### config.mk
export PLATFORM = sky130hd
export DESIGN_NAME = ex_muldiv_flat
export DESIGN_NICKNAME = d
export VERILOG_FILES = /design/src/rtl/ex_muldiv_if.sv /design/src/rtl/ex_muldiv.sv /design/src/flat_wrapper.sv
export SDC_FILE = /design/constraint.sdc
export NUM_CORES = 1
export LEC_CHECK = 0
export BUFFER_PORTS_ARGS = -buffer_cell sky130_fd_sc_hd__buf_2
export CAP_MARGIN = 10
export CORE_ASPECT_RATIO = 0.7
export CORE_UTILIZATION = 49
export DETAILED_ROUTE_END_ITERATION = 16
export PLACE_DENSITY = 0.68
export SLEW_MARGIN = 10
export SYNTH_ARGS = -nofsm -noshare
export SYNTH_HDL_FRONTEND = slang
export SYNTH_SLANG_ARGS = --single-unit
### constraint.sdc
create_clock -name clk -period 6.38 [get_ports clk]
set_clock_uncertainty 0.05 [all_clocks]
set_input_delay 0 -clock clk [delete_from_list [all_inputs] [get_ports clk]]
set_output_delay 0 -clock clk [all_outputs]
set_load 0.02 [all_outputs]
### src/rtl/ex_muldiv_if.sv
// Operand/result bundle between EX control and the iterative mul/div unit.
// Covers the start request, opcode, operands, HI/LO and the busy/done status.
interface ex_muldiv_if #(
  parameter int WIDTH = 32
);
  logic             start;
  logic [2:0]       op;
  logic [WIDTH-1:0] rd1;
  logic [WIDTH-1:0] rd2;
  logic [WIDTH-1:0] hi;
  logic [WIDTH-1:0] lo;
  logic             busy;
  logic             done;

  modport master (output start, op, rd1, rd2, input hi, lo, busy, done);
  modport slave  (input start, op, rd1, rd2, output hi, lo, busy, done);
endinterface

### src/rtl/ex_muldiv.sv
// Iterative MULT/MULTU/DIV/DIVU unit with architectural HI/LO and MTHI/MTLO.
// Each operation runs on magnitudes for WIDTH cycles, then a sign fix-up cycle writes HI/LO.
module ex_muldiv #(
  parameter int WIDTH = 32
) (
  input  logic         clk,
  input  logic         rst,
  ex_muldiv_if.slave   bus
);
  localparam logic [2:0] OP_MULT  = 3'b000;
  localparam logic [2:0] OP_MULTU = 3'b001;
  localparam logic [2:0] OP_DIV   = 3'b010;
  localparam logic [2:0] OP_DIVU  = 3'b011;
  localparam logic [2:0] OP_MTHI  = 3'b100;
  localparam logic [2:0] OP_MTLO  = 3'b101;

  typedef enum logic [1:0] {IDLE, MUL, DIV, FIX} state_t;

  state_t             state, state_next;
  logic [5:0]         cnt, cnt_next;
  logic               busy_reg, busy_next;
  logic               done_reg, done_next;
  logic [WIDTH-1:0]   hi_reg, lo_reg;
  logic [2*WIDTH-1:0] acc;
  logic [WIDTH-1:0]   opnd;
  logic               neg_q, neg_r, is_div;
  logic               is_signed, is_mul_op, is_div_op, div_zero;
  logic [WIDTH:0]     mul_sum;
  logic [WIDTH:0]     div_shift;
  logic               div_ge;
  logic [WIDTH-1:0]   div_rem;

  function automatic logic [WIDTH-1:0] neg_w(input logic [WIDTH-1:0] x);
    return ~x + WIDTH'(1);
  endfunction

  function automatic logic [2*WIDTH-1:0] neg_2w(input logic [2*WIDTH-1:0] x);
    return ~x + (2*WIDTH)'(1);
  endfunction

  function automatic logic [WIDTH-1:0] mag(input logic [WIDTH-1:0] x, input logic sgn);
    return (sgn && x[WIDTH-1]) ? neg_w(x) : x;
  endfunction

  assign is_signed = ~bus.op[0];
  assign is_mul_op = (bus.op == OP_MULT) || (bus.op == OP_MULTU);
  assign is_div_op = (bus.op == OP_DIV)  || (bus.op == OP_DIVU);
  assign div_zero  = (bus.rd2 == '0);

  // Multiply step: low half holds the remaining multiplier bits, upper half the partial product.
  assign mul_sum   = {1'b0, acc[2*WIDTH-1:WIDTH]} + {1'b0, (acc[0] ? opnd : '0)};
  // Restoring divide step: upper half is the remainder, lower half shifts dividend out / quotient in.
  assign div_shift = {acc[2*WIDTH-1:WIDTH], acc[WIDTH-1]};
  assign div_ge    = (div_shift >= {1'b0, opnd});
  assign div_rem   = div_ge ? (div_shift[WIDTH-1:0] - opnd) : div_shift[WIDTH-1:0];

  always_ff @(posedge clk) begin
    if (rst) begin
      state    <= IDLE;
      cnt      <= '0;
      busy_reg <= 1'b0;
      done_reg <= 1'b0;
    end else begin
      state    <= state_next;
      cnt      <= cnt_next;
      busy_reg <= busy_next;
      done_reg <= done_next;
    end
  end

  always_comb begin
    state_next = state;
    cnt_next   = cnt;
    busy_next  = busy_reg;
    done_next  = 1'b0;
    case (state)
      IDLE: begin
        if (bus.start && is_mul_op) begin
          state_next = MUL;
          cnt_next   = '0;
          busy_next  = 1'b1;
        end else if (bus.start && is_div_op) begin
          state_next = DIV;
          cnt_next   = '0;
          busy_next  = 1'b1;
        end
      end
      MUL, DIV: begin
        cnt_next = cnt + 6'd1;
        if (cnt == 6'(WIDTH-1)) begin
          state_next = FIX;
          cnt_next   = '0;
        end
      end
      FIX: begin
        state_next = IDLE;
        busy_next  = 1'b0;
        done_next  = 1'b1;
      end
      default: state_next = IDLE;
    endcase
  end

  // HI/LO are architectural and must clear on reset; the working registers need not.
  always_ff @(posedge clk) begin
    if (rst) begin
      hi_reg <= '0;
      lo_reg <= '0;
    end else begin
      case (state)
        IDLE: begin
          if (bus.start) begin
            if (bus.op == OP_MTHI) hi_reg <= bus.rd1;
            if (bus.op == OP_MTLO) lo_reg <= bus.rd1;
          end
        end
        FIX: begin
          if (is_div) begin
            lo_reg <= neg_q ? neg_w(acc[WIDTH-1:0]) : acc[WIDTH-1:0];
            hi_reg <= neg_r ? neg_w(acc[2*WIDTH-1:WIDTH]) : acc[2*WIDTH-1:WIDTH];
          end else begin
            {hi_reg, lo_reg} <= neg_q ? neg_2w(acc) : acc;
          end
        end
        default: ;
      endcase
    end
  end

  // A zero divisor keeps the raw dividend and clear signs, so the step naturally yields HI=rd1, LO=~0.
  always_ff @(posedge clk) begin
    case (state)
      IDLE: begin
        if (bus.start && is_mul_op) begin
          opnd   <= mag(bus.rd1, is_signed);
          acc    <= {{WIDTH{1'b0}}, mag(bus.rd2, is_signed)};
          neg_q  <= is_signed & (bus.rd1[WIDTH-1] ^ bus.rd2[WIDTH-1]);
          neg_r  <= 1'b0;
          is_div <= 1'b0;
        end else if (bus.start && is_div_op) begin
          opnd   <= mag(bus.rd2, is_signed);
          acc    <= {{WIDTH{1'b0}}, (div_zero ? bus.rd1 : mag(bus.rd1, is_signed))};
          neg_q  <= is_signed & ~div_zero & (bus.rd1[WIDTH-1] ^ bus.rd2[WIDTH-1]);
          neg_r  <= is_signed & ~div_zero & bus.rd1[WIDTH-1];
          is_div <= 1'b1;
        end
      end
      MUL: acc <= {mul_sum, acc[WIDTH-1:1]};
      DIV: acc <= {div_rem, acc[WIDTH-2:0], div_ge};
      default: ;
    endcase
  end

  assign bus.hi   = hi_reg;
  assign bus.lo   = lo_reg;
  assign bus.busy = busy_reg;
  assign bus.done = done_reg;
endmodule

### src/flat_wrapper.sv
// flat-port wrapper written by rule: the top's interface ports become plain ports
module ex_muldiv_flat 
#(
  parameter int WIDTH = 32
)
  (clk, rst, bus_start, bus_op, bus_rd1, bus_rd2, bus_hi, bus_lo, bus_busy, bus_done);
  ex_muldiv_if #(.WIDTH(WIDTH)) bus_i ();
  input  logic clk;
  input  logic rst;
  input wire logic [$bits(bus_i.start)-1:0] bus_start;
  input wire logic [$bits(bus_i.op)-1:0] bus_op;
  input wire logic [$bits(bus_i.rd1)-1:0] bus_rd1;
  input wire logic [$bits(bus_i.rd2)-1:0] bus_rd2;
  output wire logic [$bits(bus_i.hi)-1:0] bus_hi;
  output wire logic [$bits(bus_i.lo)-1:0] bus_lo;
  output wire logic [$bits(bus_i.busy)-1:0] bus_busy;
  output wire logic [$bits(bus_i.done)-1:0] bus_done;
  assign bus_i.start = bus_start;
  assign bus_i.op = bus_op;
  assign bus_i.rd1 = bus_rd1;
  assign bus_i.rd2 = bus_rd2;
  assign bus_hi = bus_i.hi;
  assign bus_lo = bus_i.lo;
  assign bus_busy = bus_i.busy;
  assign bus_done = bus_i.done;
  ex_muldiv #(.WIDTH(WIDTH)) u_core (.clk(clk), .rst(rst), .bus(bus_i));
endmodule
==> metrics.md, run 1 <==
| Metric | Value |
|---|---|
| Outcome | finished, final reports clean |
| Synth area leader | edfxtp_1 |
| Yosys warnings | 0 |
| Vias in the first global route | 13,111 |
| Mapped Area | about 0.015 mm2 |
| Synthesized instance count | 1,841 |
| Synth cell count leaders | nor2_1 (261), a21oi_1 (210), nand2_1 (156), xnor2_1 (101) |
| Routed WL | 55,500 um |
| Peak Freq | 0.210 GHz |
| Final setup viols | 0 |
| HP Class | input pin to flip-flop |
| Setup_tns | 0 ps |
| Clk root buf | clkbuf_16 |
| Worst-path cell chain | inv_1 > nor2_1 > ha_1 > and3_1 > a221oi_1 > o21ai_0 > nor3_1 > o31ai_1 > a221oi_1 > o21bai_1 > a21oi_1 > nor3_1 > o31ai_1 > o211ai_1 |
| Syn_nets | just under 2,000 |
| TritonCTS clock tree | built |
| First-pass GRT wire length | between 80,000 and 90,000 um |
| Synth top area share | between 20% and 30% |
| DRC violations left | 0 |
| Slowest stage delay, CP | approximately 470 ps |
| Port bufs | 135 |
| P_sw | 4.16 mW |
| Post-synth EDFFs | 99 |
| Fin cells | between 2,000 and 2,500 |
| Final Cycle Share | 74.6% |
| Final global-route overflow total | 0 |
| Clk pwr share | around 14% |
| Layout cell share with drive strength beyond 1 | between 10% and 20% |
| Nets | 2,074 |
| Tot GR Track Use | between 30% and 40% |
| Worst setup EP type | flip-flop |
| Routed Antenna Nets | 0 |
| Dominant cells by area after synthesis | edfxtp_1 (20%), dfxtp_1 (10%), a21oi_1 (7.2%) |
| Static Leakage | between 6 and 7 nW |
| CTS sink cnt | 173 |
| # placed instances | approximately 2,300 |
| Clock transition at the registers of the reported paths | around 90 ps |
| Die Ht | roughly 150 um |
| Logic pwr share | 56.8% |
| Ys async rst share | 0% |
| Flop pwr share | around 29% |
| Max reg flops | 64 |
| Clock insertion delay at the later pin of the skew report | 460 ps |
| Via Count | 14,925 |
| Core Rows | 52 |
| Crit-path max FO | 15 |
| Final core occ | 56.1% |
| Peak VDD IR | 0.000265 V |
| Initial DRC count | just under 2,000 |
| Syn Area/Cell | 7.91 um2 |
| DIE AREA | roughly 0.030 mm2 |
| Core outline area | 0.0291 mm2 |
| Buffers plus inverters on the worst setup path | 1 |
| Worst rel slew slack | 19.6% |
| Switching share of total power | roughly half |
| Placement Cell Area | around 0.016 mm2 |
| Largest net degree at the start of global routing | 73 |
| Routed WL per cell | approximately 24 um |
| Hold Violations, Final | 0 |
| Cell variety after synth | 68 |
| Worst-margin pin slew | 1200 ps |
| Top-count cell post-synth | nor2_1 |
| Seq cells post-synth | roughly 170 |
| MaxCap Viol Count | 0 |
| Pwr Total | 8.13 mW |
| Flop2flop setup slack | 1620 ps |
| Filler cells | 2,733 |
| First-pass iteration count of the detailed router | 6 |
| Final instance area | around 0.016 mm2 |
| Worst path required time | about 6500 ps |
| CP Class | flip-flop to flip-flop |
| Initial antenna violation count | 1 |
| H-tree Lvls | 4 |
| Main flop type after synthesis | edfxtp_1 |
| Tmin final | 4760 ps |
| Power Density | roughly 500 mW/mm2 |
| Routability Congestion | between 1 and 1.5 |
| Ports | roughly 140 |
| Crit path DAT | 4920 ps |
| Die W | 208 um |
| Max Transition Viols Final | 0 |
| Post-synthesis sequential area ratio | between 30% and 40% |
| Worst-case clock buffer depth | 2 |
| Routed vias/inst | 6.43 |
| Slowest stage cell, crit path | edfxtp_1 |
| DP HPWL | 42,900 um |
| Area Overhead vs Synth | 12.0% |
| Int Pwr | 3.97 mW |
| TritonCTS Buffers | 17 |
| Reg with most FFs | u_core.acc |
| Critical path launch point type | flip-flop |
| Initial Util | 50.1% |
| Cell family with most CP delay | compound AO/OA/AOI/OAI gates |
| RSZ-0062 raised after global routing | false |
## per-layer routing
layer	up-vias	share of wire (%)	track usage (%)
li1	6862	-	-
met1	7046	45	55.2
met2	932	37	46.5
met3	85	15	11.9
met4	0	2.6	10.1
met5	-	0	0
## power by group through the flow
stage	registers (mW)	logic, mW	clock network, mW
after global routing	2.42	5.00	1.17
after floorplan	2.27	3.11	0
after CTS	2.34	4.52	1.13
after detailed placement	2.36	4.48	0
final	2.39	4.62	1.12
after global placement	2.35	4.48	0
## cell usage in the layout, fill, tap and decap left out, types with 16 or more instances in the layout
| master | count |
|---|---|
| buf_4 | 21 |
| nor3_1 | 34 |
| xor2_1 | 99 |
| ha_1 | 73 |
| inv_1 | 62 |
| or3_1 | 17 |
| a22oi_1 | 16 |
| mux2i_1 | 35 |
| nor2_1 | 260 |
| a21oi_1 | 208 |
| a21o_1 | 43 |
| xnor2_1 | 101 |
| dfxtp_1 | 74 |
| o31ai_1 | 21 |
| nand3_1 | 25 |
| buf_2 | 135 |
| o22ai_1 | 25 |
| a221oi_1 | 28 |
| nand2_1 | 156 |
| a211oi_1 | 51 |
| edfxtp_1 | 99 |
| clkbuf_16 | 17 |
| o21ai_0 | 98 |
| nand2b_1 | 27 |
| dlygate4sd3_1 | 16 |
## per-stage QoR
stage               worst slack [ps]  hold WS [ps]
floorplan                        991           134
global placement                2030           370
detailed placement              1870           372
CTS                             1840          1.70
global route                    1400          21.3
finish                          1620          28.6
## layout make-up
cell class                 count  area (um2)  share of cell area [%]
timing repair buffer         172         993                    6.09
antenna                        3        7.51                  0.0460
clock inverter                15         199                    1.22
multi-input combinational   1501        9530                    58.4
clock buffer                  17         425                    2.61
sequential                   173        4450                    27.3
tap                          378         473                    2.90
inverter                      63         236                    1.45
## what timing repair did
| item | CTS | global route |
|---|---|---|
| hold buffers | 16 | 0 |
| setup buffers | 0 | 0 |
| resized for setup | 0 | 0 |
| endpoints found under the hold margin | 17 | 0 |
## cells by family (layout without fill, tap and decap cells)
family	Yosys count	count (layout)	synth area share, %
and+or+nand+nor	619	619	19.4
AOI/OAI and AO/OA	571	571	24.6
xor gates and xnor gates	200	200	12.0
DFF	173	173	30.6
buffers and inverters	167	267	4.36
adders and majority gates	76	76	6.63
muxes	35	35	2.40
other	0	3	0
## path summary, 6_finish.rpt
check                           cells past startpoint                           start                             end
worst max-delay path                               14         u_core.acc[0]$_DFFE_PP_        u_core.acc[62]$_DFFE_PP_
worst min-delay path                                3                     bus_rd2[18]        u_core.acc[18]$_DFFE_PP_
worst max register to register                     14         u_core.acc[0]$_DFFE_PP_        u_core.acc[62]$_DFFE_PP_
worst min register to register                      1  u_core.bus.hi[23]$_SDFFE_PP0P_  u_core.bus.hi[23]$_SDFFE_PP0P_
## tightest hold or removal path, delay by kind of cell
kind | cells | cell delay [ps]
buffers and inverters | 1 | 110
AO/OA/AOI/OAI | 1 | 90
XOR/XNOR | 1 | 170
Note: power is estimated with default switching activity, not from simulation.
==> run 2: changes to the inputs <==
Settings changed: PLACE_DENSITY 0.68 to 0.7.
Clock period 6.38 ns to 4.3 ns, I/O delays scaled along.
==> run 2 against run 1 <==
  * Combinational power is 55% higher
  * Die area stayed put
  * Sequential power increased by 41%
  * Largest cell class unchanged
  * Sequential share of layout area shrank 0.21 points
  * Flip-flop and latch count unchanged
  * Routed wire length up 0.25%
  * Critical path depth grew 1
  * Worst hold slack worse by 3.4 ps
  * Critical path type unchanged
  * Highest routed layer unchanged
  * Maximum frequency grew 17%
  * Utilization is 0.43 points higher
  * Final cell count rose by 0.90%
==> metrics.md, run 2 (synthesis results as in run 1) <==
| Metric | Value |
|---|---|
| DP HPWL | 43,400 um |
| Worst-case clock buffer depth | 2 |
| Routed WL | 55,700 um |
| Hold_ws | ~25 ps |
| CTS sink cnt | 173 |
| Max Used Layer | met4 |
| First-pass iteration count of the detailed router | 6 |
| First-pass GRT wire length | 82,900 um |
| Worst rel slew slack | between 20 and 30% |
| Critical path launch point type | flip-flop |
| Hold path depth | 4 |
| Worst-path cell chain | buf_4 > and2_1 > ha_1 > fa_1 > a21o_1 > a21oi_1 > o21ai_0 > a31o_2 > a22oi_1 > o31a_1 > nand2b_1 > o2111ai_1 > nand2_1 > xnor2_1 > o22ai_1 |
| CP Class | flip-flop to flip-flop |
| Final Cycle Share | 94.6% |
| Die W | 208 um |
| DRC violations left | 0 |
| Power Density | 734 mW/mm2 |
| Area Overhead vs Synth | 12.8% |
| Initial DRC count | ~2,100 |
| Outcome | finished, final reports clean |
| Routed vias/inst | 6.38 |
| DIE AREA | 0.0304 mm2 |
| Routed WL per cell | 23.8 um |
| Crit-path max FO | 5 |
| Clk root buf | clkbuf_16 |
| Cell family with most CP delay | compound AO/OA/AOI/OAI gates |
| DRT met1 WL | 25,400 um |
| Clock transition at the registers of the reported paths | 90 ps |
| Worst-margin pin slew | 1090 ps |
| Crit path DAT | 4210 ps |
| Diode count | 0 |
| Max reg flops | 64 |
| Commonest non-fill, non-tap cell in the layout | nor2_1 |
| WL met3 | 8030 um |
| Slowest stage cell, crit path | fa_1 |
| Final instance area | 0.0164 mm2 |
| Peak Freq | 0.246 GHz |
| RSZ-0062 raised after global routing | false |
| Layout cell share with drive strength beyond 1 | 12.1% |
| Ports | 136 |
| Worst path required time | 4440 ps |
| Tmin final | 4070 ps |
| Tot GR Track Use | between 30% and 40% |
| Core Rows | 52 |
| Terminus of the critical flop-to-flop path | u_core.acc[59]$_DFFE_PP_ |
| Static Leakage | 6.74 nW |
| Via Count | between 10,000 and 15,000 |
| Nets | around 2,100 |
| TritonCTS Buffers | 17 |
| Port bufs | 135 |
| Vias in the first global route | 13,195 |
| Worst R2R Path Depth | 15 |
| Setup_tns | 0 ps |
| Slowest stage delay, CP | 420 ps |
| Met2 wire length | 21,100 um |
| Final setup viols | 0 |
| H-tree Lvls | 4 |
| Flop2flop setup slack | 230 ps |
| Buffers plus inverters on the worst setup path | 1 |
| HP Class | input pin to flip-flop |
| Final global-route overflow total | 0 |
| TritonCTS clock tree | built |
| Initial Util | about half |
| Placement Cell Area | 0.0157 mm2 |
| Largest net degree at the start of global routing | 76 |
| Routed Antenna Nets | 0 |
| Most frequent cells in the layout | nor2_1 (260), a21oi_1 (207), nand2_1 (156), buf_2 (135), xnor2_1 (101) |
| Initial antenna violation count | 1 |
| Hold EP | u_core.acc[19]$_DFFE_PP_ |
| Core outline area | roughly 0.029 mm2 |
| Die Ht | 146 um |
| Peak VDD IR | ~0.00033 V |
| Reg with most FFs | u_core.acc |
| Max Transition Viols Final | 0 |
| Worst setup EP type | flip-flop |
| RR Startpoint | u_core.acc[0]$_DFFE_PP_ |
| MaxCap Viol Count | 0 |
| Hold Crit Start | bus_rd2[19] |
| Clock insertion delay at the later pin of the skew report | between 400 and 500 ps |
| Routability Congestion | 1.02 |
| Hold Violations, Final | 0 |
run 2: cell types whose count changed in the layout (fill, tap and decap cells not counted), sizes merged:
cell,before,now
inv,75,72
diode,3,0
buf,156,182
clkbuf,17,20
clkinv,3,2
dlygate4sd3,16,15
run 2: worst min-delay path: stages:
cell and delay (ps):
buf_2 100, xnor2_1 140, a211oi_1 70, a21oi_1 100
run 2: how the worst max path moves through the flow:
stage	startpoint	to	cells after the start
2_1_floorplan	u_core.state[0]$_SDFFE_PP0P_	u_core.cnt[5]$_SDFFE_PP0P_	7
3_3_place_gp	u_core.acc[0]$_DFFE_PP_	u_core.acc[62]$_DFFE_PP_	14
3_5_place_dp	u_core.acc[0]$_DFFE_PP_	u_core.acc[62]$_DFFE_PP_	14
4_1_cts	u_core.acc[0]$_DFFE_PP_	u_core.acc[62]$_DFFE_PP_	14
5_1_grt	u_core.acc[0]$_DFFE_PP_	u_core.acc[62]$_DFFE_PP_	15
6_report	u_core.acc[0]$_DFFE_PP_	u_core.acc[59]$_DFFE_PP_	15
run 2: final cells by class:
cell class | count | area [um2]
clock inverter | 11 | 78.8
clock buffer | 20 | 458
sequential | 173 | 4450
inverter | 63 | 236
tap | 378 | 473
fill | 2714 | 12600
timing repair buffer | 197 | 1200
multi-input combinational | 1501 | 9540
run 2: routing by layer:
layer	vias up	track usage, %
li1	6893	-
met1	6987	56.7
met2	967	47.0
met3	90	11.1
met4	0	9.63
met5	-	0
run 2: report_power, final:
group	leakage [nW]	switching, mW	internal [mW]
Sequential	1.57	0.831	2.53
Clock	0.273	0.763	0.780
Combinational	4.90	4.47	2.68
Total	6.74	6.07	6.00
run 2: metrics by stage:
stage	total power, mW	worst slack (ps)	utilization, %	cells
after floorplan	7.97	418	-	1841
after global placement	10.2	328	54.1	2297
after detailed placement	10.3	133	54.1	2297
after CTS	11.8	113	56.5	2343
after global routing	12.8	26.3	56.5	2343
final	12.1	231	56.5	2343
run 2: what timing repair did:
item | in CTS | in global routing
hold buffers | 15 | 0
hold endpoints to repair | 25 | 0
resized for setup | 0 | 3
setup endpoints to repair | 0 | 3
buffers inserted | 0 | 0
